[src/rtl/ctrl_unit_pkg.sv]
// rtl/ctrl_unit_pkg.sv - ctrl_unit shared definitions: state encodings, opcodes, select constants
package ctrl_defs;

    // FSM state encodings
    localparam logic [4:0] S_IF       = 5'd0;
    localparam logic [4:0] S_ID       = 5'd1;
    localparam logic [4:0] S_EX_R     = 5'd2;
    localparam logic [4:0] S_WB_R     = 5'd3;
    localparam logic [4:0] S_EX_I     = 5'd4;
    localparam logic [4:0] S_WB_I     = 5'd5;
    localparam logic [4:0] S_EX_LUI   = 5'd6;
    localparam logic [4:0] S_MEM_ADDR = 5'd7;
    localparam logic [4:0] S_MEM_RD   = 5'd8;
    localparam logic [4:0] S_WB_LW    = 5'd9;
    localparam logic [4:0] S_MEM_WR   = 5'd10;
    localparam logic [4:0] S_EX_BR    = 5'd11;
    localparam logic [4:0] S_EX_J     = 5'd12;
    localparam logic [4:0] S_EX_JAL   = 5'd13;
    localparam logic [4:0] S_EX_JR    = 5'd14;

    // Opcodes (Inst[31:26])
    localparam logic [5:0] OP_RTYPE = 6'b000000;
    localparam logic [5:0] OP_J     = 6'b000010;
    localparam logic [5:0] OP_JAL   = 6'b000011;
    localparam logic [5:0] OP_BEQ   = 6'b000100;
    localparam logic [5:0] OP_BNE   = 6'b000101;
    localparam logic [5:0] OP_ADDI  = 6'b001000;
    localparam logic [5:0] OP_SLTI  = 6'b001010;
    localparam logic [5:0] OP_ANDI  = 6'b001100;
    localparam logic [5:0] OP_ORI   = 6'b001101;
    localparam logic [5:0] OP_XORI  = 6'b001110;
    localparam logic [5:0] OP_LUI   = 6'b001111;
    localparam logic [5:0] OP_LW    = 6'b100011;
    localparam logic [5:0] OP_SW    = 6'b101011;

    // R-type funct codes (Inst[5:0])
    localparam logic [5:0] FN_SLL = 6'b000000;
    localparam logic [5:0] FN_SRL = 6'b000010;
    localparam logic [5:0] FN_JR  = 6'b001000;
    localparam logic [5:0] FN_ADD = 6'b100000;
    localparam logic [5:0] FN_SUB = 6'b100010;
    localparam logic [5:0] FN_AND = 6'b100100;
    localparam logic [5:0] FN_OR  = 6'b100101;
    localparam logic [5:0] FN_XOR = 6'b100110;
    localparam logic [5:0] FN_NOR = 6'b100111;
    localparam logic [5:0] FN_SLT = 6'b101010;

    // ALU operation codes
    localparam logic [3:0] ALU_AND = 4'b0000;
    localparam logic [3:0] ALU_OR  = 4'b0001;
    localparam logic [3:0] ALU_ADD = 4'b0010;
    localparam logic [3:0] ALU_XOR = 4'b0011;
    localparam logic [3:0] ALU_NOR = 4'b0100;
    localparam logic [3:0] ALU_SRL = 4'b0101;
    localparam logic [3:0] ALU_SUB = 4'b0110;
    localparam logic [3:0] ALU_SLT = 4'b0111;
    localparam logic [3:0] ALU_SLL = 4'b1000;

    // Datapath mux selects
    localparam logic [1:0] REGDST_RT   = 2'b00;
    localparam logic [1:0] REGDST_RD   = 2'b01;
    localparam logic [1:0] REGDST_RA   = 2'b10;

    localparam logic [1:0] M2R_ALU     = 2'b00;
    localparam logic [1:0] M2R_MDR     = 2'b01;
    localparam logic [1:0] M2R_LUI     = 2'b10;
    localparam logic [1:0] M2R_PC      = 2'b11;

    localparam logic [1:0] SRCA_RS     = 2'b00;
    localparam logic [1:0] SRCA_PC     = 2'b01;

    localparam logic [1:0] SRCB_RT     = 2'b00;
    localparam logic [1:0] SRCB_FOUR   = 2'b01;
    localparam logic [1:0] SRCB_IMM    = 2'b10;
    localparam logic [1:0] SRCB_BR     = 2'b11;

    localparam logic [2:0] PCSRC_RES    = 3'b000;
    localparam logic [2:0] PCSRC_ALUOUT = 3'b001;
    localparam logic [2:0] PCSRC_JUMP   = 3'b010;
    localparam logic [2:0] PCSRC_JR     = 3'b011;
    localparam logic [2:0] PCSRC_HOLD   = 3'b100;

    // What the current state asks of the ALU decoder
    typedef enum logic [1:0] {
        ACLS_ADD   = 2'b00,
        ACLS_SUB   = 2'b01,
        ACLS_RTYPE = 2'b10,
        ACLS_ITYPE = 2'b11
    } alu_class_e;

    // Successor of ID; S_IF marks an undefined opcode.
    function automatic logic [4:0] id_next_state(input logic [5:0] opcode,
                                                 input logic [5:0] funct);
        logic [4:0] nxt;
        case (opcode)
            OP_RTYPE:                nxt = (funct == FN_JR) ? S_EX_JR : S_EX_R;
            OP_LW, OP_SW:            nxt = S_MEM_ADDR;
            OP_BEQ, OP_BNE:          nxt = S_EX_BR;
            OP_J:                    nxt = S_EX_J;
            OP_JAL:                  nxt = S_EX_JAL;
            OP_LUI:                  nxt = S_EX_LUI;
            OP_ADDI, OP_SLTI, OP_ANDI,
            OP_ORI, OP_XORI:         nxt = S_EX_I;
            default:                 nxt = S_IF;
        endcase
        return nxt;
    endfunction

endpackage

[src/rtl/ctrl_unit_if.sv]
// rtl/ctrl_unit_if.sv - ctrl_unit to data_path control bundle
// master: controller side (drives controls, receives instruction/flags/ready)
// slave:  datapath/memory side
interface ctrl_unit_if #(
    parameter int STATE_W = 5
);
    logic [31:0]        Inst_in;
    logic               zero;
    logic               overflow;
    logic               MIO_ready;
    logic               IorD;
    logic               IRWrite;
    logic [1:0]         RegDst;
    logic               RegWrite;
    logic [1:0]         MemtoReg;
    logic               data2Mem;
    logic [1:0]         ALUSrcA;
    logic [1:0]         ALUSrcB;
    logic [2:0]         PCSource;
    logic               PCWrite;
    logic               PCWriteCond;
    logic               Beq;
    logic               Signext;
    logic [3:0]         ALU_operation;
    logic               MemRead;
    logic               MemWrite;
    logic               illegal;
    logic [STATE_W-1:0] state;

    modport master (
        input  Inst_in, zero, overflow, MIO_ready,
        output IorD, IRWrite, RegDst, RegWrite, MemtoReg, data2Mem,
               ALUSrcA, ALUSrcB, PCSource, PCWrite, PCWriteCond, Beq,
               Signext, ALU_operation, MemRead, MemWrite, illegal, state
    );

    modport slave (
        output Inst_in, zero, overflow, MIO_ready,
        input  IorD, IRWrite, RegDst, RegWrite, MemtoReg, data2Mem,
               ALUSrcA, ALUSrcB, PCSource, PCWrite, PCWriteCond, Beq,
               Signext, ALU_operation, MemRead, MemWrite, illegal, state
    );
endinterface

[src/rtl/ctrl_unit_alu_ctrl.sv]
// rtl/ctrl_unit_alu_ctrl.sv - ALU operation decoder
// cls_i: state class, opcode_i/funct_i: instruction fields
// alu_op_o: ALU code, illegal_o: undefined funct/opcode, add_type_o: op can overflow
module alu_ctrl
    import ctrl_defs::*;
(
    input  alu_class_e  cls_i,
    input  logic [5:0]  opcode_i,
    input  logic [5:0]  funct_i,
    output logic [3:0]  alu_op_o,
    output logic        illegal_o,
    output logic        add_type_o
);

    always_comb begin
        alu_op_o   = ALU_ADD;
        illegal_o  = 1'b0;
        add_type_o = 1'b0;
        case (cls_i)
            ACLS_ADD: alu_op_o = ALU_ADD;
            ACLS_SUB: alu_op_o = ALU_SUB;
            ACLS_RTYPE: begin
                case (funct_i)
                    FN_ADD: begin alu_op_o = ALU_ADD; add_type_o = 1'b1; end
                    FN_SUB: begin alu_op_o = ALU_SUB; add_type_o = 1'b1; end
                    FN_AND: alu_op_o = ALU_AND;
                    FN_OR:  alu_op_o = ALU_OR;
                    FN_XOR: alu_op_o = ALU_XOR;
                    FN_NOR: alu_op_o = ALU_NOR;
                    FN_SLT: alu_op_o = ALU_SLT;
                    FN_SLL: alu_op_o = ALU_SLL;
                    FN_SRL: alu_op_o = ALU_SRL;
                    default: illegal_o = 1'b1;
                endcase
            end
            ACLS_ITYPE: begin
                case (opcode_i)
                    OP_ADDI: begin alu_op_o = ALU_ADD; add_type_o = 1'b1; end
                    OP_SLTI: alu_op_o = ALU_SLT;
                    OP_ANDI: alu_op_o = ALU_AND;
                    OP_ORI:  alu_op_o = ALU_OR;
                    OP_XORI: alu_op_o = ALU_XOR;
                    default: illegal_o = 1'b1;
                endcase
            end
            default: alu_op_o = ALU_ADD;
        endcase
    end

endmodule

[src/rtl/ctrl_unit.sv]
// rtl/ctrl_unit.sv - multicycle Moore controller for the MIPS multicycle datapath
// clk: rising-edge clock, reset: async active-high
// bus: ctrl_unit_if master (instruction/flags/ready in, all datapath controls out)
module ctrl_unit
    import ctrl_defs::*;
#(
    parameter int STATE_W = 5
) (
    input  logic        clk,
    input  logic        reset,
    ctrl_unit_if.master bus
);

    logic [4:0] state_q, state_d;
    logic       ovf_q, ovf_d;

    logic [5:0] opcode;
    logic [5:0] funct;
    assign opcode = bus.Inst_in[31:26];
    assign funct  = bus.Inst_in[5:0];

    // rt is only meaningful to the datapath (jr assumes $0); zero is folded in
    // by the datapath using PCWriteCond/Beq.
    logic unused_inputs;
    assign unused_inputs = ^{bus.Inst_in[25:6], bus.zero};

    alu_class_e alu_cls;
    logic [3:0] alu_op;
    logic       alu_illegal;
    logic       alu_add_type;

    alu_ctrl u_alu_ctrl (
        .cls_i      (alu_cls),
        .opcode_i   (opcode),
        .funct_i    (funct),
        .alu_op_o   (alu_op),
        .illegal_o  (alu_illegal),
        .add_type_o (alu_add_type)
    );

    logic       iord, irwrite, regwrite, pcwrite, pcwritecond, beq, signext;
    logic       memread, memwrite, illegal;
    logic [1:0] regdst, memtoreg, srca, srcb;
    logic [2:0] pcsource;
    logic [4:0] id_nxt;

    always_comb begin
        state_d     = state_q;
        ovf_d       = ovf_q;
        alu_cls     = ACLS_ADD;
        iord        = 1'b0;
        irwrite     = 1'b0;
        regwrite    = 1'b0;
        pcwrite     = 1'b0;
        pcwritecond = 1'b0;
        beq         = 1'b0;
        signext     = 1'b0;
        memread     = 1'b0;
        memwrite    = 1'b0;
        illegal     = 1'b0;
        regdst      = REGDST_RT;
        memtoreg    = M2R_ALU;
        srca        = SRCA_RS;
        srcb        = SRCB_RT;
        pcsource    = PCSRC_HOLD;
        id_nxt      = id_next_state(opcode, funct);

        case (state_q)
            S_IF: begin
                iord     = 1'b1;
                memread  = 1'b1;
                srca     = SRCA_PC;
                srcb     = SRCB_FOUR;
                pcsource = PCSRC_RES;
                // IR and PC+4 commit only on the cycle the fetch completes
                irwrite  = bus.MIO_ready;
                pcwrite  = bus.MIO_ready;
                ovf_d    = 1'b0;
                if (bus.MIO_ready) state_d = S_ID;
            end
            S_ID: begin
                // Precompute the branch target into ALU_Out
                srca    = SRCA_PC;
                srcb    = SRCB_BR;
                state_d = id_nxt;
                illegal = (id_nxt == S_IF);
            end
            S_EX_R: begin
                alu_cls = ACLS_RTYPE;
                if (alu_illegal) begin
                    illegal = 1'b1;
                    state_d = S_IF;
                end else begin
                    state_d = S_WB_R;
                    if (alu_add_type && bus.overflow) ovf_d = 1'b1;
                end
            end
            S_WB_R: begin
                regdst   = REGDST_RD;
                regwrite = !ovf_q;
                state_d  = S_IF;
            end
            S_EX_I: begin
                alu_cls = ACLS_ITYPE;
                srcb    = SRCB_IMM;
                signext = (opcode == OP_ADDI) || (opcode == OP_SLTI);
                if (alu_illegal) begin
                    illegal = 1'b1;
                    state_d = S_IF;
                end else begin
                    state_d = S_WB_I;
                    if (alu_add_type && bus.overflow) ovf_d = 1'b1;
                end
            end
            S_WB_I: begin
                regwrite = !ovf_q;
                state_d  = S_IF;
            end
            S_EX_LUI: begin
                memtoreg = M2R_LUI;
                regwrite = 1'b1;
                state_d  = S_IF;
            end
            S_MEM_ADDR: begin
                srcb    = SRCB_IMM;
                signext = 1'b1;
                state_d = (opcode == OP_SW) ? S_MEM_WR : S_MEM_RD;
            end
            S_MEM_RD: begin
                memread = 1'b1;
                if (bus.MIO_ready) state_d = S_WB_LW;
            end
            S_WB_LW: begin
                memtoreg = M2R_MDR;
                regwrite = 1'b1;
                state_d  = S_IF;
            end
            S_MEM_WR: begin
                memwrite = 1'b1;
                if (bus.MIO_ready) state_d = S_IF;
            end
            S_EX_BR: begin
                alu_cls     = ACLS_SUB;
                pcwritecond = 1'b1;
                pcsource    = PCSRC_ALUOUT;
                beq         = (opcode == OP_BEQ);
                state_d     = S_IF;
            end
            S_EX_J: begin
                pcwrite  = 1'b1;
                pcsource = PCSRC_JUMP;
                state_d  = S_IF;
            end
            S_EX_JAL: begin
                // PC already holds PC+4 from IF, so $31 gets the return address
                regdst   = REGDST_RA;
                memtoreg = M2R_PC;
                regwrite = 1'b1;
                pcwrite  = 1'b1;
                pcsource = PCSRC_JUMP;
                state_d  = S_IF;
            end
            S_EX_JR: begin
                // rs + $0 through the ALU; PCSource 011 takes the live result
                pcwrite  = 1'b1;
                pcsource = PCSRC_JR;
                state_d  = S_IF;
            end
            default: state_d = S_IF;
        endcase
    end

    always_ff @(posedge clk or posedge reset) begin
        if (reset) begin
            state_q <= S_IF;
            ovf_q   <= 1'b0;
        end else begin
            state_q <= state_d;
            ovf_q   <= ovf_d;
        end
    end

    assign bus.IorD          = iord;
    assign bus.IRWrite       = irwrite;
    assign bus.RegDst        = regdst;
    assign bus.RegWrite      = regwrite;
    assign bus.MemtoReg      = memtoreg;
    assign bus.data2Mem      = 1'b0;
    assign bus.ALUSrcA       = srca;
    assign bus.ALUSrcB       = srcb;
    assign bus.PCSource      = pcsource;
    assign bus.PCWrite       = pcwrite;
    assign bus.PCWriteCond   = pcwritecond;
    assign bus.Beq           = beq;
    assign bus.Signext       = signext;
    assign bus.ALU_operation = alu_op;
    assign bus.MemRead       = memread;
    assign bus.MemWrite      = memwrite;
    assign bus.illegal       = illegal;
    assign bus.state         = STATE_W'(state_q);

endmodule

[src/flat_wrapper.sv]
// flat-port wrapper written by rule: the top's interface ports become plain ports
module ctrl_unit_flat import ctrl_defs::*;
#(
    parameter int STATE_W = 5
)
  (clk, reset, bus_Inst_in, bus_zero, bus_overflow, bus_MIO_ready, bus_IorD, bus_IRWrite, bus_RegDst, bus_RegWrite, bus_MemtoReg, bus_data2Mem, bus_ALUSrcA, bus_ALUSrcB, bus_PCSource, bus_PCWrite, bus_PCWriteCond, bus_Beq, bus_Signext, bus_ALU_operation, bus_MemRead, bus_MemWrite, bus_illegal, bus_state);
  ctrl_unit_if #(.STATE_W(STATE_W)) bus_i ();
  input  logic clk;
  input  logic reset;
  input wire logic [$bits(bus_i.Inst_in)-1:0] bus_Inst_in;
  input wire logic [$bits(bus_i.zero)-1:0] bus_zero;
  input wire logic [$bits(bus_i.overflow)-1:0] bus_overflow;
  input wire logic [$bits(bus_i.MIO_ready)-1:0] bus_MIO_ready;
  output wire logic [$bits(bus_i.IorD)-1:0] bus_IorD;
  output wire logic [$bits(bus_i.IRWrite)-1:0] bus_IRWrite;
  output wire logic [$bits(bus_i.RegDst)-1:0] bus_RegDst;
  output wire logic [$bits(bus_i.RegWrite)-1:0] bus_RegWrite;
  output wire logic [$bits(bus_i.MemtoReg)-1:0] bus_MemtoReg;
  output wire logic [$bits(bus_i.data2Mem)-1:0] bus_data2Mem;
  output wire logic [$bits(bus_i.ALUSrcA)-1:0] bus_ALUSrcA;
  output wire logic [$bits(bus_i.ALUSrcB)-1:0] bus_ALUSrcB;
  output wire logic [$bits(bus_i.PCSource)-1:0] bus_PCSource;
  output wire logic [$bits(bus_i.PCWrite)-1:0] bus_PCWrite;
  output wire logic [$bits(bus_i.PCWriteCond)-1:0] bus_PCWriteCond;
  output wire logic [$bits(bus_i.Beq)-1:0] bus_Beq;
  output wire logic [$bits(bus_i.Signext)-1:0] bus_Signext;
  output wire logic [$bits(bus_i.ALU_operation)-1:0] bus_ALU_operation;
  output wire logic [$bits(bus_i.MemRead)-1:0] bus_MemRead;
  output wire logic [$bits(bus_i.MemWrite)-1:0] bus_MemWrite;
  output wire logic [$bits(bus_i.illegal)-1:0] bus_illegal;
  output wire logic [$bits(bus_i.state)-1:0] bus_state;
  assign bus_i.Inst_in = bus_Inst_in;
  assign bus_i.zero = bus_zero;
  assign bus_i.overflow = bus_overflow;
  assign bus_i.MIO_ready = bus_MIO_ready;
  assign bus_IorD = bus_i.IorD;
  assign bus_IRWrite = bus_i.IRWrite;
  assign bus_RegDst = bus_i.RegDst;
  assign bus_RegWrite = bus_i.RegWrite;
  assign bus_MemtoReg = bus_i.MemtoReg;
  assign bus_data2Mem = bus_i.data2Mem;
  assign bus_ALUSrcA = bus_i.ALUSrcA;
  assign bus_ALUSrcB = bus_i.ALUSrcB;
  assign bus_PCSource = bus_i.PCSource;
  assign bus_PCWrite = bus_i.PCWrite;
  assign bus_PCWriteCond = bus_i.PCWriteCond;
  assign bus_Beq = bus_i.Beq;
  assign bus_Signext = bus_i.Signext;
  assign bus_ALU_operation = bus_i.ALU_operation;
  assign bus_MemRead = bus_i.MemRead;
  assign bus_MemWrite = bus_i.MemWrite;
  assign bus_illegal = bus_i.illegal;
  assign bus_state = bus_i.state;
  ctrl_unit #(.STATE_W(STATE_W)) u_core (.clk(clk), .reset(reset), .bus(bus_i));
endmodule
[config.mk]
export PLATFORM = sky130hd
export DESIGN_NAME = ctrl_unit_flat
export DESIGN_NICKNAME = d
export VERILOG_FILES = /design/src/rtl/ctrl_unit_pkg.sv /design/src/rtl/ctrl_unit_if.sv /design/src/rtl/ctrl_unit_alu_ctrl.sv /design/src/rtl/ctrl_unit.sv /design/src/flat_wrapper.sv
export SDC_FILE = /design/constraint.sdc
export NUM_CORES = 1
export LEC_CHECK = 0
export CAP_MARGIN = 20
export CORE_MARGIN = 2
export CORE_UTILIZATION = 32
export DETAILED_ROUTE_END_ITERATION = 7
export PLACE_DENSITY = 0.75
export SLEW_MARGIN = 20
export SYNTH_ARGS = -nofsm -noshare
export SYNTH_HDL_FRONTEND = slang
export SYNTH_SLANG_ARGS = --single-unit
[constraint.sdc]
create_clock -name clk -period 2.6 [get_ports clk]
set_input_delay 0.78 -clock clk [delete_from_list [all_inputs] [get_ports clk]]
set_output_delay 0.78 -clock clk [all_outputs]
set_load 0.02 [all_outputs]
-- After elaboration in Yosys (flattened, before gate mapping)
Cells that the tools add are included.
- eq/ne operators: 43
- reduce and logical (&&, ||, !) cells: 24
- multiplexer cells: 38
- operator list (cell ; number):
    $pmux W5 S7 ; 2
    $eq A6 B6 Y1 const B ; 9
    $eq A6 B4 Y1 const B ; 7
    $eq A5 B4 Y1 const B ; 7
    $pmux W4 S8 ; 1
    $pmux W3 S4 ; 2
    $eq A5 B3 Y1 const B ; 4
    $eq A6 B2 Y1 const B ; 3
    $pmux W2 S3 ; 3
    $reduce_or A2 Y1 ; 9
    $pmux W4 S4 ; 1
    $mux W5 ; 3
    $mux W1 ; 14
    $pmux W1 S2 ; 7
    $eq A6 B3 Y1 const B ; 2
    $logic_not A6 Y1 ; 2
    $eq A5 B2 Y1 const B ; 2
    $logic_not A5 Y1 ; 2
    $reduce_or A9 Y1 ; 1
    $ne A2 B2 Y1 const B ; 4
    $reduce_and A3 Y1 ; 2
    $reduce_or A3 Y1 ; 2
    $eq A5 B1 Y1 const B ; 1
    $reduce_or A5 Y1 ; 1
    other kinds (12) ; 14
- output and inout port bits: 31
- register bits after elaboration: 6
- word-level logic and storage cells: 107
- input port bits: 37

-- Longest topological paths before layout
Gate-level depths: netlist of run 1.
- depth after elaboration: 8
- depth in mapped cells: 6
- mapped depth without buffers: 4

-- By module
From an unflattened synthesis of run 1, not the netlist that was laid out.
- cell total of the unflattened synthesis: 154
- area, all modules: 1003.5 um^2
- by module, submodules not included (module ; cells each ; area an instance (um^2) ; times used ; seq. area each (um^2)):
    ctrl_unit ; 111 ; 732.0 ; 1 ; 125.1
    alu_ctrl ; 43 ; 271.5 ; 1 ; 0.0

-- Least setup slack after synthesis of run 1
OpenSTA, ideal clock, no wires.
- path kind: register -> output
- start point: register u_core.state_q[3], in the netlist u_core.bus.state[3]
- end point: output bus_PCWrite
- slack: -0.390 ns
- data required time: 1.820 ns
- stages on the path, launching flop included: 7
- arrival time: 2.210 ns
- path buffers: 2
- path through: dfrtp_1 -> buf_2 -> or2_2 -> clkbuf_1 -> nor3_1 -> and2_1 -> or2_2
- cells in the longest elaborated chain, start to end: 3
- elaborated cells on any way between the ends: 6
- those cells by class: 3 x eq/ne; 1 x mux; 2 x reduce/logical
- RTL lines (item ; line ; RTL):
    from (decl) ; ctrl_unit.sv:14 ; logic [4:0] state_q, state_d;
    from (signal assigned) ; ctrl_unit.sv:178 ; state_q <= state_d;
    $eq A5 B4 Y1 ; ctrl_unit.sv:68 ; case (state_q)
    $reduce_or A3 Y1 (no line) ; -- ;
    $pmux W1 S2 (*) ; ctrl_unit.sv:68 ;
    to (decl) ; flat_wrapper.sv:23 ; output wire logic [$bits(bus_i.PCWrite)-1:0] bus_PCWrite;
Mark *: on every way between the ends. The rest lies on a longest branch, timed or not.

-- Worst setup path in the final report of run 1
- start point: input bus_Inst_in[3]
- end point: output bus_illegal
- cells in the longest elaborated chain, start to end: 6
- elaborated cells on any way between the ends: 18
- those cells by class: 9 x eq/ne; 6 x mux; 3 x reduce/logical
- RTL lines (item ; line ; RTL):
    from (decl) ; flat_wrapper.sv:10 ; input wire logic [$bits(bus_i.Inst_in)-1:0] bus_Inst_in;
    $eq A6 B6 Y1 (tied with other cells) ; ctrl_unit_alu_ctrl.sv:23 ; case (funct_i)
    $reduce_or A9 Y1 (no line) ; -- ;
    $mux W1 ; ctrl_unit_alu_ctrl.sv:23 ;
    $pmux W1 S2 ; ctrl_unit_alu_ctrl.sv:19 ; case (cls_i)
    $mux W1 ; ctrl_unit.sv:90, ctrl_unit.sv:107 ;
    $pmux W1 S2 (*) ; ctrl_unit.sv:68 ;
    to (decl) ; flat_wrapper.sv:30 ; output wire logic [$bits(bus_i.illegal)-1:0] bus_illegal;
Marks and branches as above.

==> results of run 1 <==
[worst min path at each step]
| stage | to | slack (ns) | cells after the start |
|---|---|---|---|
| floorplan | u_core.ovf_q$_DFFE_PP0P_ | 0.55 | 2 |
| global placement | u_core.ovf_q$_DFFE_PP0P_ | 0.67 | 2 |
| detailed placement | u_core.ovf_q$_DFFE_PP0P_ | 0.68 | 2 |
| CTS | u_core.ovf_q$_DFFE_PP0P_ | 0.69 | 2 |
| global route | u_core.ovf_q$_DFFE_PP0P_ | 0.71 | 2 |
| finish | u_core.ovf_q$_DFFE_PP0P_ | 0.72 | 2 |
[cell families after synthesis]
family | count (synthesis) | share of synthesized area (%)
simple gates | 68 | 45.05
compound gates | 39 | 26.52
buf+inv | 22 | 10.02
xor+xnor | 6 | 5.331
flops | 5 | 12.69
other cells | 1 | 0.3803
[stage by stage]
| step | total power [mW] | worst slack, ns | std cells |
|---|---|---|---|
| after floorplan | 0.6055 | -0.1798 | 143 |
| after global placement | 1.007 | -1.136 | 246 |
| after detailed placement | 1.031 | -1.154 | 246 |
| after CTS | 1.103 | -0.3333 | 255 |
| after global routing | 1.223 | -0.4068 | 261 |
| final | 1.153 | -0.3406 | 261 |
[cells in the final DEF (no fill, tap or decap), types with 4 or more instances in the layout]
cell type                         count
sky130_fd_sc_hd__clkdlybuf4s50_1      8
sky130_fd_sc_hd__clkbuf_2             4
sky130_fd_sc_hd__nor2b_1              6
sky130_fd_sc_hd__buf_6               15
sky130_fd_sc_hd__buf_4               50
sky130_fd_sc_hd__dfrtp_1              5
sky130_fd_sc_hd__inv_1                5
sky130_fd_sc_hd__nor2_1               9
sky130_fd_sc_hd__a21oi_1             11
sky130_fd_sc_hd__dlygate4sd2_1       10
sky130_fd_sc_hd__clkbuf_4             4
[flip-flops by register name, summed over array words and instances (netlist names)]
register / count
u_core.bus.state: 4
u_core.ovf_q: 1
[layout make-up]
| class | count | area, um^2 |
|---|---|---|
| clock buffer | 4 | 26.28 |
| fill | 238 | 1010 |
| inverter | 6 | 26.28 |
| multi-input combinational | 116 | 945.9 |
| sequential | 5 | 125.1 |
| tap | 33 | 41.29 |
| timing repair buffer | 97 | 828.3 |
[per-layer routing]
layer / up-vias / GRT usage, %
met4: 0 / 3.492
li1: 704 / -
met1: 725 / 27.37
met5: - / 0
met3: 6 / 5.022
met2: 82 / 42.54
[power by group through the flow]
| stage | sequential [mW] | combinational [mW] | clock, mW |
|---|---|---|---|
| 2_1_floorplan | 0.138 | 0.467 | 0 |
| 3_3_place_gp | 0.110 | 0.897 | 0 |
| 3_5_place_dp | 0.111 | 0.920 | 0 |
| 4_1_cts | 0.111 | 0.897 | 0.0945 |
| 5_1_grt | 0.114 | 1.01 | 0.103 |
| 6_report | 0.114 | 0.947 | 0.0925 |
[repair_timing]
item                                    in CTS  in global routing
pin swaps                                   14                  7
gates cloned                                 0                  0
resized for setup                          127                 27
setup buffers                                5                  6
endpoints found under the setup margin      21                 15
[critical path, delay by kind of cell]
kind                   cells  cell delay [ns]
and+or+nand+nor            2             0.72
buffers and inverters      2             0.25
AOI/OAI and AO/OA          2             0.42
==> results.rst, run 1 <==
.. list-table::
   :header-rows: 1

   * - Metric
     - Value
   * - Top Ports
     - between 60 and 70
   * - Via-per-instance ratio
     - around 5.8
   * - Pint
     - 0.5808 mW
   * - Largest net degree at the start of global routing
     - 16
   * - Number of diodes added for antenna fixing
     - 0
   * - Synthesis Warnings
     - 0
   * - Top_reg_cell synth
     - sky130_fd_sc_hd__dfrtp_1
   * - Register bit total from synthesis
     - 5
   * - Run status
     - finished, violations left
   * - Power density over the cells
     - a little under 600 mW/mm^2
   * - Final cycle utilization of the critical path
     - 113.1%
   * - Residual overflow from global routing
     - 0
   * - Crit Path Max Fanout
     - 4
   * - Sw Ratio
     - 49.64%
   * - Area Growth Syn to Fin
     - 102.2%
   * - Sequential element share of the synthesized area
     - 12.69%
   * - Unrepaired setup endpoints after global routing
     - yes
   * - Critical path data required time
     - 1.82 ns
   * - Number of hold-repair buffers added at the cts stage
     - 0
   * - EDFF count, synth
     - 0
   * - Antenna violation net count after detailed routing
     - 0
   * - Initial antenna violation count
     - 0
   * - Placeable core region
     - around 0.0030 mm^2
   * - Kind of critical path
     - primary input to output port
   * - Biggest area consumer among synthesized cells
     - sky130_fd_sc_hd__dfrtp_1
   * - Total iterations of the first detailed-routing run
     - 4
   * - Final Net Count
     - roughly 270
   * - Reg2Reg Capture Point
     - u_core.ovf_q$_DFFE_PP0P_
   * - Power spent charging and discharging nets
     - roughly 0.57 mW
   * - Horizontal die dimension
     - just under 60 um
   * - Inserted Clock Buffers
     - 3
   * - Count of standard-cell rows
     - 20
   * - Top layer in use
     - met4
   * - Met3 WL post-DR
     - about 370 um
   * - Final core utilization
     - 66.38%
   * - Fmax achieved
     - between 300 and 400 MHz
   * - Worst setup startpoint
     - bus_Inst_in[3]
   * - Die height
     - between 50 and 60 um
   * - Clk sinks
     - 5
   * - Capturing element of the worst setup path
     - bus_illegal
   * - Biggest cell delay along the critical path
     - between 0.5 and 0.6 ns
   * - Post-route setup TNS
     - -0.9042 ns
   * - Clock slew at the register clock pins of the worst setup and hold paths
     - roughly 0.05 ns
   * - Post-layout minimum cycle time
     - a little under 3 ns
   * - Final worst slack
     - -0.3406 ns
   * - CP max stage cell
     - sky130_fd_sc_hd__or4_4
   * - Fraction of layout instances using a drive strength above 1
     - approximately 48%
   * - Share of power burned in the clock network
     - approximately 8%
   * - Number of remaining DRC errors
     - 0
   * - Sum of routed wire length over all layers
     - ~4500 um
   * - Number of buffers on the longest clock path
     - 2
   * - Buffers on Ports
     - 43
   * - Worst flop-to-flop path startpoint
     - u_core.bus.state[0]$_DFFE_PP0P_
   * - First-pass GRT wire length
     - 6279 um
   * - Routed vias
     - around 1,500
   * - Launch point of the worst hold path
     - u_core.ovf_q$_DFFE_PP0P_
   * - Tightest hold margin
     - between 0.7 and 0.8 ns
   * - Sequential share of power
     - 9.9%
   * - Final weighted congestion in routability-driven placement
     - about 0.86
   * - Initial drt markers
     - 62
   * - Leading cell type by number of instances after synthesis
     - sky130_fd_sc_hd__a21oi_1
   * - Standard cell area after detailed placement
     - between 0.0015 and 0.002 mm^2
   * - Number of endpoints with negative hold slack in the final report
     - 0
   * - Area share of the largest cell type after synthesis
     - 12.69%
   * - Die area
     - between 0.003 and 0.004 mm^2
   * - Worst endpoint data arrival time
     - approximately 2.2 ns
   * - Number of pins exceeding their max-slew limit in the final report
     - 0
   * - Final cell area excluding filler cells
     - 0.001993 mm^2
   * - Worst Setup Start Kind
     - primary input
   * - Classification of the worst-slack hold path
     - flip-flop to flip-flop
   * - Met2 layer wire length in the routed design
     - ~2400 um
   * - Post-route met1 wirelength
     - ~1700 um
   * - Max VDD drop
     - between 0.0002 and 0.0003 V
   * - Number of unique standard cell types used by synthesis
     - about 50
   * - Cell area after synthesis
     - around 990 um^2
   * - H-tree level count
     - 1
   * - Violations in the final reports
     - setup timing
   * - Number of standard cells after synthesis
     - about 140
   * - Share of synthesized registers carrying an async set or reset
     - 100.0%
   * - Reg2Reg Setup Slack
     - 0.46 ns
   * - Biggest area contributors in the synthesized netlist
     - sky130_fd_sc_hd__dfrtp_1 13%, sky130_fd_sc_hd__nor4b_1 6.2%, sky130_fd_sc_hd__a21oi_1 6.1%, sky130_fd_sc_hd__clkbuf_1 3.8%, sky130_fd_sc_hd__nor2_1 3.8%
   * - Cells traversed along the worst timing path
     - buf_6, or4_4, a311oi_2, or4_4, o221ai_4, buf_6
   * - Number of global-route vias before repair
     - 1,393
   * - Sort of element at the end of the critical path
     - output port
   * - Synth top cells by count
     - 12 x sky130_fd_sc_hd__a21oi_1, 10 x sky130_fd_sc_hd__clkbuf_1, 10 x sky130_fd_sc_hd__nor2_1, 7 x sky130_fd_sc_hd__nor4b_1
   * - Initial core utilization
     - 32.83%
   * - Combinational group share of total power
     - around 80%
   * - Clock root buffer
     - sky130_fd_sc_hd__clkbuf_4
   * - Lkg Pwr
     - 0.9356 nW
   * - Clock tree from TritonCTS
     - yes
   * - Mean instance size in the synthesized netlist
     - approximately 7.0 um^2
   * - Clock latency on the worst-skew pair
     - around 0.25 ns
   * - Layout Skew
     - about 0.0096 ns
   * - Tot GR Track Use
     - a little under a quarter
   * - Final setup violation count
     - 5
   * - Final routed wire length divided by cell count
     - between 15 and 20 um
   * - Reported max-cap violation count
     - 0
   * - Count of cells along the worst register-to-register path
     - 5
   * - DP Wirelength
     - slightly above 3000 um
Power figures use the tool's default switching activity.
==> inputs of run 2 (changes only) <==
--- a/config.mk
+++ b/config.mk
@@ -9,7 +9,7 @@
 export CORE_MARGIN = 2
 export CORE_UTILIZATION = 32
 export DETAILED_ROUTE_END_ITERATION = 7
-export PLACE_DENSITY = 0.75
+export PLACE_DENSITY_LB_ADDON = 0.05
 export SLEW_MARGIN = 20
 export SYNTH_ARGS = -nofsm -noshare
 export SYNTH_HDL_FRONTEND = slang
==> run 2 against run 1 <==
  * The run still ends with setup timing left
  * First-iteration DRC count decreased by 15%
  * Total power increased by 8.2%
  * Clock-buffer cell count decreased by 1
  * Sequential power decreased by 8%
  * Critical path depth unchanged
  * Critical endpoint unchanged
  * Via count decreased by 0.66%
  * Clock skew decreased by 0.0014 ns
  * Cell count increased by 4.2%
  * Highest routed layer unchanged
==> results.rst, run 2 (synthesis gave the netlist of run 1 again) <==
.. list-table::
   :header-rows: 1

   * - Metric
     - Value
   * - Worst setup startpoint
     - bus_Inst_in[0] (was bus_Inst_in[3])
   * - Sum of routed wire length over all layers
     - 4428 um (was 4496 um)
   * - Total iterations of the first detailed-routing run
     - 4 (unchanged)
   * - Place WS
     - -1.234 ns (was -1.154 ns)
   * - Number of cells in the finished layout apart from fillers
     - 272 (was 261)
   * - Max-slew headroom at the worst pin
     - ~64%
   * - Classification of the worst-slack hold path
     - flip-flop to flip-flop (unchanged)
   * - Number of diodes added for antenna fixing
     - 0 (unchanged)
   * - Worst-margin pin slew
     - 0.5361 ns
   * - Crit path top cell by count
     - sky130_fd_sc_hd__buf_6
   * - Final setup violation count
     - 6 (was 5)
   * - Final worst slack
     - -0.3636 ns (was -0.3406 ns)
   * - Die area
     - 0.003541 mm^2 (unchanged)
   * - Reg2Reg Setup Slack
     - 0.65 ns (was 0.46 ns)
   * - Placeable core region
     - 0.003003 mm^2 (unchanged)
   * - Final routed wire length divided by cell count
     - 16.28 um (was 17.23 um)
   * - H-tree level count
     - 1 (unchanged)
   * - Count of standard-cell rows
     - 20 (unchanged)
   * - Power density over the cells
     - 585.2 mW/mm^2 (was 578.6 mW/mm^2)
   * - Final cell area excluding filler cells
     - 0.002132 mm^2 (was 0.001993 mm^2)
   * - Number of endpoints with negative hold slack in the final report
     - 0 (unchanged)
   * - Capturing element of the worst setup path
     - bus_illegal (unchanged)
   * - Clock tree from TritonCTS
     - yes (unchanged)
   * - Layout Skew
     - 0.008214 ns (was 0.009577 ns)
   * - Crit-path leading delay family
     - simple AND/OR/NAND/NOR gates (unchanged)
   * - Die height
     - 59.51 um (unchanged)
   * - Reg2Reg Capture Point
     - u_core.ovf_q$_DFFE_PP0P_ (unchanged)
   * - Most common library cell in the layout ignoring fill and taps
     - sky130_fd_sc_hd__buf_4 (unchanged)
   * - Clk sinks
     - 5 (unchanged)
   * - Critical path data required time
     - 1.82 ns (about the same)
   * - Largest register FFs
     - 4 (unchanged)
   * - Count of cells along the worst register-to-register path
     - 4 (was 5)
   * - Fraction of layout instances using a drive strength above 1
     - 55.23% (was 48.25%)
   * - Clock latency on the worst-skew pair
     - 0.25 ns (about the same)
   * - Number of global-route vias before repair
     - 1,447 (was 1,393)
   * - Worst flop-to-flop path startpoint
     - u_core.bus.state[1]$_DFFE_PP0P_ (was u_core.bus.state[0]$_DFFE_PP0P_)
   * - Depth of the critical timing path with buffers and inverters included
     - 6 (unchanged)
   * - Residual overflow from global routing
     - 0 (unchanged)
   * - Initial drt markers
     - 53 (was 62)
   * - Inserted Clock Buffers
     - 3 (unchanged)
   * - Crit Path Max Fanout
     - 2 (was 4)
   * - Number of pins exceeding their max-slew limit in the final report
     - 0 (unchanged)
   * - Cells traversed along the worst timing path
     - buf_6, or4bb_4, a311oi_4, or4_4, o221ai_4, buf_6 (was buf_6, or4_4, a311oi_2, or4_4, o221ai_4, buf_6)
   * - Final Net Count
     - 277 (was 266)
   * - # placed instances
     - 258 (was 246)
   * - Tot GR Track Use
     - 24.82% (was 22.97%)
   * - Area Growth Syn to Fin
     - 116.2% (was 102.2%)
   * - Run status
     - finished, violations left (unchanged)
   * - Number of remaining DRC errors
     - 0 (unchanged)
   * - Layout fillers
     - 235 (was 238)
   * - Buffers on Ports
     - 43 (unchanged)
   * - Post-route setup TNS
     - -0.9436 ns (was -0.9042 ns)
   * - Initial antenna violation count
     - 0 (unchanged)
   * - Routed vias
     - 1,507 (was 1,517)
   * - Clock root buffer
     - sky130_fd_sc_hd__clkbuf_4 (unchanged)
   * - First-pass GRT wire length
     - 6810 um (was 6279 um)
   * - Highest-count cells in the layout ignoring fill and taps
     - 55 x sky130_fd_sc_hd__buf_4, 18 x sky130_fd_sc_hd__buf_6, 10 x sky130_fd_sc_hd__a21oi_1 (was 50 x sky130_fd_sc_hd__buf_4, 15 x sky130_fd_sc_hd__buf_6, 11 x sky130_fd_sc_hd__a21oi_1)
   * - Clock slew at the register clock pins of the worst setup and hold paths
     - 0.04 ns (was 0.05 ns)
   * - Final weighted congestion in routability-driven placement
     - 0.8441 (was 0.8599)
   * - Design Power
     - 1.248 mW (was 1.153 mW)
   * - Worst endpoint data arrival time
     - 2.18 ns (was 2.16 ns)
   * - Post-layout minimum cycle time
     - 2.964 ns (was 2.941 ns)
   * - DP Wirelength
     - 3141 um (was 3106 um)
   * - Final cycle utilization of the critical path
     - 114.0% (was 113.1%)
   * - Number of hold-repair buffers added at the cts stage
     - 0 (unchanged)
   * - CP max stage cell
     - sky130_fd_sc_hd__or4bb_4 (was sky130_fd_sc_hd__or4_4)
   * - Kind of critical path
     - primary input to output port (unchanged)
   * - Via-per-instance ratio
     - 5.540 (was 5.812)
   * - Tightest hold margin
     - 0.6301 ns (was 0.7151 ns)
   * - Initial core utilization
     - 32.83% (unchanged)
   * - Lkg Pwr
     - 0.9903 nW (was 0.9356 nW)
   * - Violations in the final reports
     - setup timing (unchanged)
   * - Max VDD drop
     - 0.0003470 V (was 0.0002705 V)
   * - Number of buffers on the longest clock path
     - 2 (unchanged)
   * - Top Ports
     - 68 (unchanged)
   * - Antenna violation net count after detailed routing
     - 0 (unchanged)
   * - Reported max-cap violation count
     - 0 (unchanged)
   * - Standard cell area after detailed placement
     - 0.001866 mm^2 (was 0.001775 mm^2)
   * - Unrepaired setup endpoints after global routing
     - yes (unchanged)
   * - Sort of element at the end of the critical path
     - output port (unchanged)
   * - Worst Setup Start Kind
     - primary input (unchanged)
   * - Biggest cell delay along the critical path
     - 0.55 ns (was 0.52 ns)
   * - Fmax achieved
     - 337.4 MHz (was 340.1 MHz)
   * - Horizontal die dimension
     - 59.51 um (unchanged)
   * - Worst path bufs/invs
     - 2 (unchanged)
   * - Final core utilization
     - 71.00% (was 66.38%)
   * - Largest net degree at the start of global routing
     - 20 (was 16)
[run 2: cell type report]
cell class                 instances  area (um^2)  share of cell area [%]
clock buffer                       3        22.52                   1.056
inverter                           6        26.28                   1.232
clock inverter                     1        5.005                  0.2347
sequential                         5        125.1                   5.869
tap                               33        41.29                   1.937
timing repair buffer             108        940.9                   44.13
multi-input combinational        116        970.9                   45.54
[run 2: how the worst min path moves through the flow]
stage | startpoint | to | slack, ns | cells after the start
floorplan | u_core.ovf_q$_DFFE_PP0P_ | u_core.ovf_q$_DFFE_PP0P_ | 0.55 | 2
CTS | u_core.ovf_q$_DFFE_PP0P_ | u_core.ovf_q$_DFFE_PP0P_ | 0.64 | 2
detailed placement | u_core.ovf_q$_DFFE_PP0P_ | u_core.ovf_q$_DFFE_PP0P_ | 0.63 | 2
global placement | u_core.ovf_q$_DFFE_PP0P_ | u_core.ovf_q$_DFFE_PP0P_ | 0.66 | 2
global route | u_core.ovf_q$_DFFE_PP0P_ | u_core.ovf_q$_DFFE_PP0P_ | 0.67 | 2
finish | u_core.ovf_q$_DFFE_PP0P_ | u_core.ovf_q$_DFFE_PP0P_ | 0.63 | 2
[run 2: what timing repair did]
action / 4_1_cts / 5_1_grt
pin swaps: 15 / 10
gates resized for setup: 150 / 33
setup buffers: 10 / 1
setup endpoints to repair: 24 / 18
endpoints found under the hold margin: 0 / 0
cloned: 0 / 1
[run 2: layer usage]
layer  vias up  share of wire [%]  global-route usage (%)
met4         0                1.3                   7.619
met3         6                4.3                   2.183
met2        50                 52                   44.27
met1       724                 43                   31.36
li1        727                  -                       -
met5         -                  0                       0
[run 2: worst reg2reg max path: stages, from the launching register on]
cell and delay [ns]:
sky130_fd_sc_hd__dfrtp_1 0.38, sky130_fd_sc_hd__or4b_4 0.60, sky130_fd_sc_hd__or4_4 0.53, sky130_fd_sc_hd__o21ai_1 0.17, sky130_fd_sc_hd__a41o_1 0.19
[run 2: power breakdown]
group	total [mW]	switching (mW)	internal (mW)
Sequential	0.105	0.0106	0.0945
Clock	0.0949	0.0389	0.0561
Combinational	1.05	0.535	0.513
==> inputs of run 3 (changes only) <==
--- a/config.mk
+++ b/config.mk
@@ -10,7 +10,9 @@
 export CORE_UTILIZATION = 32
 export DETAILED_ROUTE_END_ITERATION = 7
 export PLACE_DENSITY_LB_ADDON = 0.05
+export SKIP_LAST_GASP = 1
 export SLEW_MARGIN = 20
 export SYNTH_ARGS = -nofsm -noshare
 export SYNTH_HDL_FRONTEND = slang
 export SYNTH_SLANG_ARGS = --single-unit
+export TNS_END_PERCENT = 5
==> run 3 against run 2 <==
  * Highest routed layer unchanged
  * Clock power shrank 1%
  * Non-clock buffer count down 11
  * Critical path depth down 1
  * Total power decreased by 6.1%
  * The run still ends with setup timing left
  * Worst setup slack better by 0.036 ns
  * Sequential power rose by 4%
==> results.rst, run 3 (synthesis gave the netlist of run 1 again) <==
.. list-table::
   :header-rows: 1

   * - Metric
     - Value
   * - Run status
     - finished, violations left (unchanged)
   * - Violations in the final reports
     - setup timing (unchanged)
   * - DP Wirelength
     - 2949 um (was 3141 um)
   * - Largest net degree at the start of global routing
     - 21 (was 20)
   * - Top Ports
     - 68 (unchanged)
   * - Final routed wire length divided by cell count
     - 14.25 um (was 16.28 um)
   * - Number of cells in the finished layout apart from fillers
     - 261 (was 272)
   * - Worst Setup Start Kind
     - primary input (unchanged)
   * - Initial core utilization
     - 32.83% (unchanged)
   * - Clock root buffer
     - sky130_fd_sc_hd__clkbuf_4 (unchanged)
   * - Residual overflow from global routing
     - 0 (unchanged)
   * - Number of remaining DRC errors
     - 0 (unchanged)
   * - Tot GR Track Use
     - 21.89% (was 24.82%)
   * - Worst endpoint data arrival time
     - 2.15 ns (was 2.18 ns)
   * - Fmax achieved
     - 341.6 MHz (was 337.4 MHz)
   * - Final cycle utilization of the critical path
     - 112.6% (was 114.0%)
   * - Reported max-cap violation count
     - 0 (unchanged)
   * - Final weighted congestion in routability-driven placement
     - 0.8645 (was 0.8441)
   * - Number of endpoints with negative hold slack in the final report
     - 0 (unchanged)
   * - Crit Path Max Fanout
     - 5 (was 2)
   * - Layout fillers
     - 291 (was 235)
   * - Final Net Count
     - 266 (was 277)
   * - Global Route met2 Usage
     - 40.03% (was 44.27%)
   * - Max VDD drop
     - 0.0002484 V (was 0.0003470 V)
   * - Power density over the cells
     - 602.3 mW/mm^2 (was 585.2 mW/mm^2)
   * - Highest-count cells in the layout ignoring fill and taps
     - 50 x sky130_fd_sc_hd__buf_4, 21 x sky130_fd_sc_hd__clkdlybuf4s50_1, 12 x sky130_fd_sc_hd__a21oi_1 (was 55 x sky130_fd_sc_hd__buf_4, 18 x sky130_fd_sc_hd__buf_6, 10 x sky130_fd_sc_hd__a21oi_1)
   * - Clock slew at the register clock pins of the worst setup and hold paths
     - 0.04 ns (about the same)
   * - Total iterations of the first detailed-routing run
     - 4 (unchanged)
   * - Max-slew headroom at the worst pin
     - 66.91% (was 63.76%)
   * - Final core utilization
     - 64.75% (was 71.00%)
   * - Layout Skew
     - 0.004920 ns (was 0.008214 ns)
   * - Most common library cell in the layout ignoring fill and taps
     - sky130_fd_sc_hd__buf_4 (unchanged)
   * - Die area
     - 0.003541 mm^2 (unchanged)
   * - Sum of routed wire length over all layers
     - 3719 um (was 4428 um)
   * - Number of buffers on the longest clock path
     - 2 (unchanged)
   * - Unrepaired setup endpoints after global routing
     - yes (unchanged)
   * - Kind of critical path
     - primary input to output port (unchanged)
   * - Combinational group share of total power
     - 82.7% (was 84.0%)
   * - Sort of element at the end of the critical path
     - output port (unchanged)
   * - Final setup violation count
     - 22 (was 6)
   * - Via-per-instance ratio
     - 5.575 (was 5.540)
   * - Die height
     - 59.51 um (unchanged)
   * - Antenna violation net count after detailed routing
     - 0 (unchanged)
   * - Largest register FFs
     - 4 (unchanged)
   * - Standard cell area after detailed placement
     - 0.001803 mm^2 (was 0.001866 mm^2)
   * - Placeable core region
     - 0.003003 mm^2 (unchanged)
   * - Critical path data required time
     - 1.82 ns (about the same)
   * - H-tree level count
     - 1 (unchanged)
   * - Initial antenna violation count
     - 0 (unchanged)
   * - Fraction of layout instances using a drive strength above 1
     - 42.54% (was 55.23%)
   * - Buffers on Ports
     - 43 (unchanged)
   * - Sw Ratio
     - 45.96% (was 46.84%)
   * - Clk sinks
     - 5 (unchanged)
   * - Pint
     - 0.6328 mW (was 0.6632 mW)
   * - # placed instances
     - 253 (was 258)
   * - Number of hold-repair buffers added at the cts stage
     - 0 (unchanged)
   * - Worst-margin pin slew
     - 0.4918 ns (was 0.5361 ns)
   * - Clock tree from TritonCTS
     - yes (unchanged)
   * - Post-layout minimum cycle time
     - 2.927 ns (was 2.964 ns)
   * - Number of diodes added for antenna fixing
     - 0 (unchanged)
   * - Inserted Clock Buffers
     - 3 (unchanged)
   * - Met3 track utilization from global routing
     - 3.057% (was 2.183%)
   * - Clock latency on the worst-skew pair
     - 0.25 ns (about the same)
   * - First-pass GRT wire length
     - 6037 um (was 6810 um)
   * - Horizontal die dimension
     - 59.51 um (unchanged)
   * - Classification of the worst-slack hold path
     - flip-flop to flip-flop (unchanged)
   * - Global routing usage on met1
     - 25.89% (was 31.36%)
   * - Final cell area excluding filler cells
     - 0.001944 mm^2 (was 0.002132 mm^2)
   * - Share of power burned in the clock network
     - 8.0% (was 7.6%)
   * - Count of standard-cell rows
     - 20 (unchanged)
   * - Tightest hold margin
     - 0.6592 ns (was 0.6301 ns)
   * - Number of pins exceeding their max-slew limit in the final report
     - 0 (unchanged)
   * - Final worst slack
     - -0.3275 ns (was -0.3636 ns)
   * - GR peak layer
     - met2 (unchanged)
   * - Area Growth Syn to Fin
     - 97.21% (was 116.2%)
   * - Lkg Pwr
     - 0.9052 nW (was 0.9903 nW)
   * - Number of global-route vias before repair
     - 1,390 (was 1,447)
   * - Power spent charging and discharging nets
     - 0.5382 mW (was 0.5844 mW)
   * - Initial drt markers
     - 47 (was 53)
   * - Sequential share of power
     - 9.3% (was 8.4%)
   * - Routed vias
     - 1,455 (was 1,507)
-- run 3: changes by cell type in the layout (fill, tap and decap cells not counted), moves of 3 or more --
| cell | before | now |
|---|---|---|
| sky130_fd_sc_hd__clkdlybuf4s15_1 | 3 | 0 |
| sky130_fd_sc_hd__clkdlybuf4s50_1 | 6 | 21 |
| sky130_fd_sc_hd__o21ai_0 | 2 | 5 |
| sky130_fd_sc_hd__nor2_1 | 7 | 10 |
| sky130_fd_sc_hd__clkbuf_2 | 6 | 1 |
| sky130_fd_sc_hd__buf_4 | 55 | 50 |
| sky130_fd_sc_hd__buf_6 | 18 | 5 |
-- run 3: routing by layer --
layer	vias to the layer above	wire, um
li1	703	-
met1	684	1534
met2	58	1862
met3	10	238
met4	0	85
met5	-	0
-- run 3: worst paths after layout --
kind	startpoint	to	slack, ns	cells after the start
setup / recovery	bus_Inst_in[30]	bus_Signext	-0.33	5
hold / removal	u_core.ovf_q$_DFFE_PP0P_	u_core.ovf_q$_DFFE_PP0P_	0.66	2
setup reg to reg	u_core.bus.state[3]$_DFFE_PP0P_	u_core.ovf_q$_DFFE_PP0P_	0.57	4
hold reg to reg	u_core.ovf_q$_DFFE_PP0P_	u_core.ovf_q$_DFFE_PP0P_	0.66	2
max in group asynchronous	reset	u_core.ovf_q$_DFFE_PP0P_	1.70	2
min in group asynchronous	reset	u_core.bus.state[0]$_DFFE_PP0P_	0.73	2
-- run 3: final cells by class --
type | count | area, um^2 | area share [%]
multi-input cells | 116 | 899.6 | 46.27
repair buffers | 97 | 828.3 | 42.60
flip-flops and latches | 5 | 125.1 | 6.435
well taps | 33 | 41.29 | 2.124
clock buffers | 3 | 22.52 | 1.158
inverters | 6 | 22.52 | 1.158
clock inverters | 1 | 5.005 | 0.2574
-- run 3: per-stage QoR --
step | setup TNS, ns | total power [mW] | worst slack (ns)
global placement | -7.750 | 1.037 | -1.098
CTS | -4.557 | 1.172 | -0.3250
global route | -5.971 | 1.256 | -0.3713
finish | -3.890 | 1.171 | -0.3275
detailed placement | -7.877 | 1.049 | -1.115
floorplan | -0.5791 | 0.6024 | -0.1798
-- run 3: worst max-delay path, cell delays in order --
cell and delay [ns]:
sky130_fd_sc_hd__dlygate4sd2_1 0.25, sky130_fd_sc_hd__or3b_4 0.43, sky130_fd_sc_hd__or4_4 0.44, sky130_fd_sc_hd__nand2_1 0.08, sky130_fd_sc_hd__buf_2 0.16
-- run 3: power groups by stage --
stage               Sequential, mW  Clock [mW]  Combinational [mW]
CTS                          0.109      0.0967               0.966
global route                 0.112       0.107                1.04
detailed placement           0.110           0               0.939
finish                       0.109      0.0935               0.969
floorplan                    0.138           0               0.464
global placement             0.109           0               0.928
-- run 3: repair_timing --
action	in CTS	in global routing
endpoints found under the setup margin	24	24
gates cloned	0	0
buffers inserted	4	0
resized for setup	82	7
pin swaps	8	2
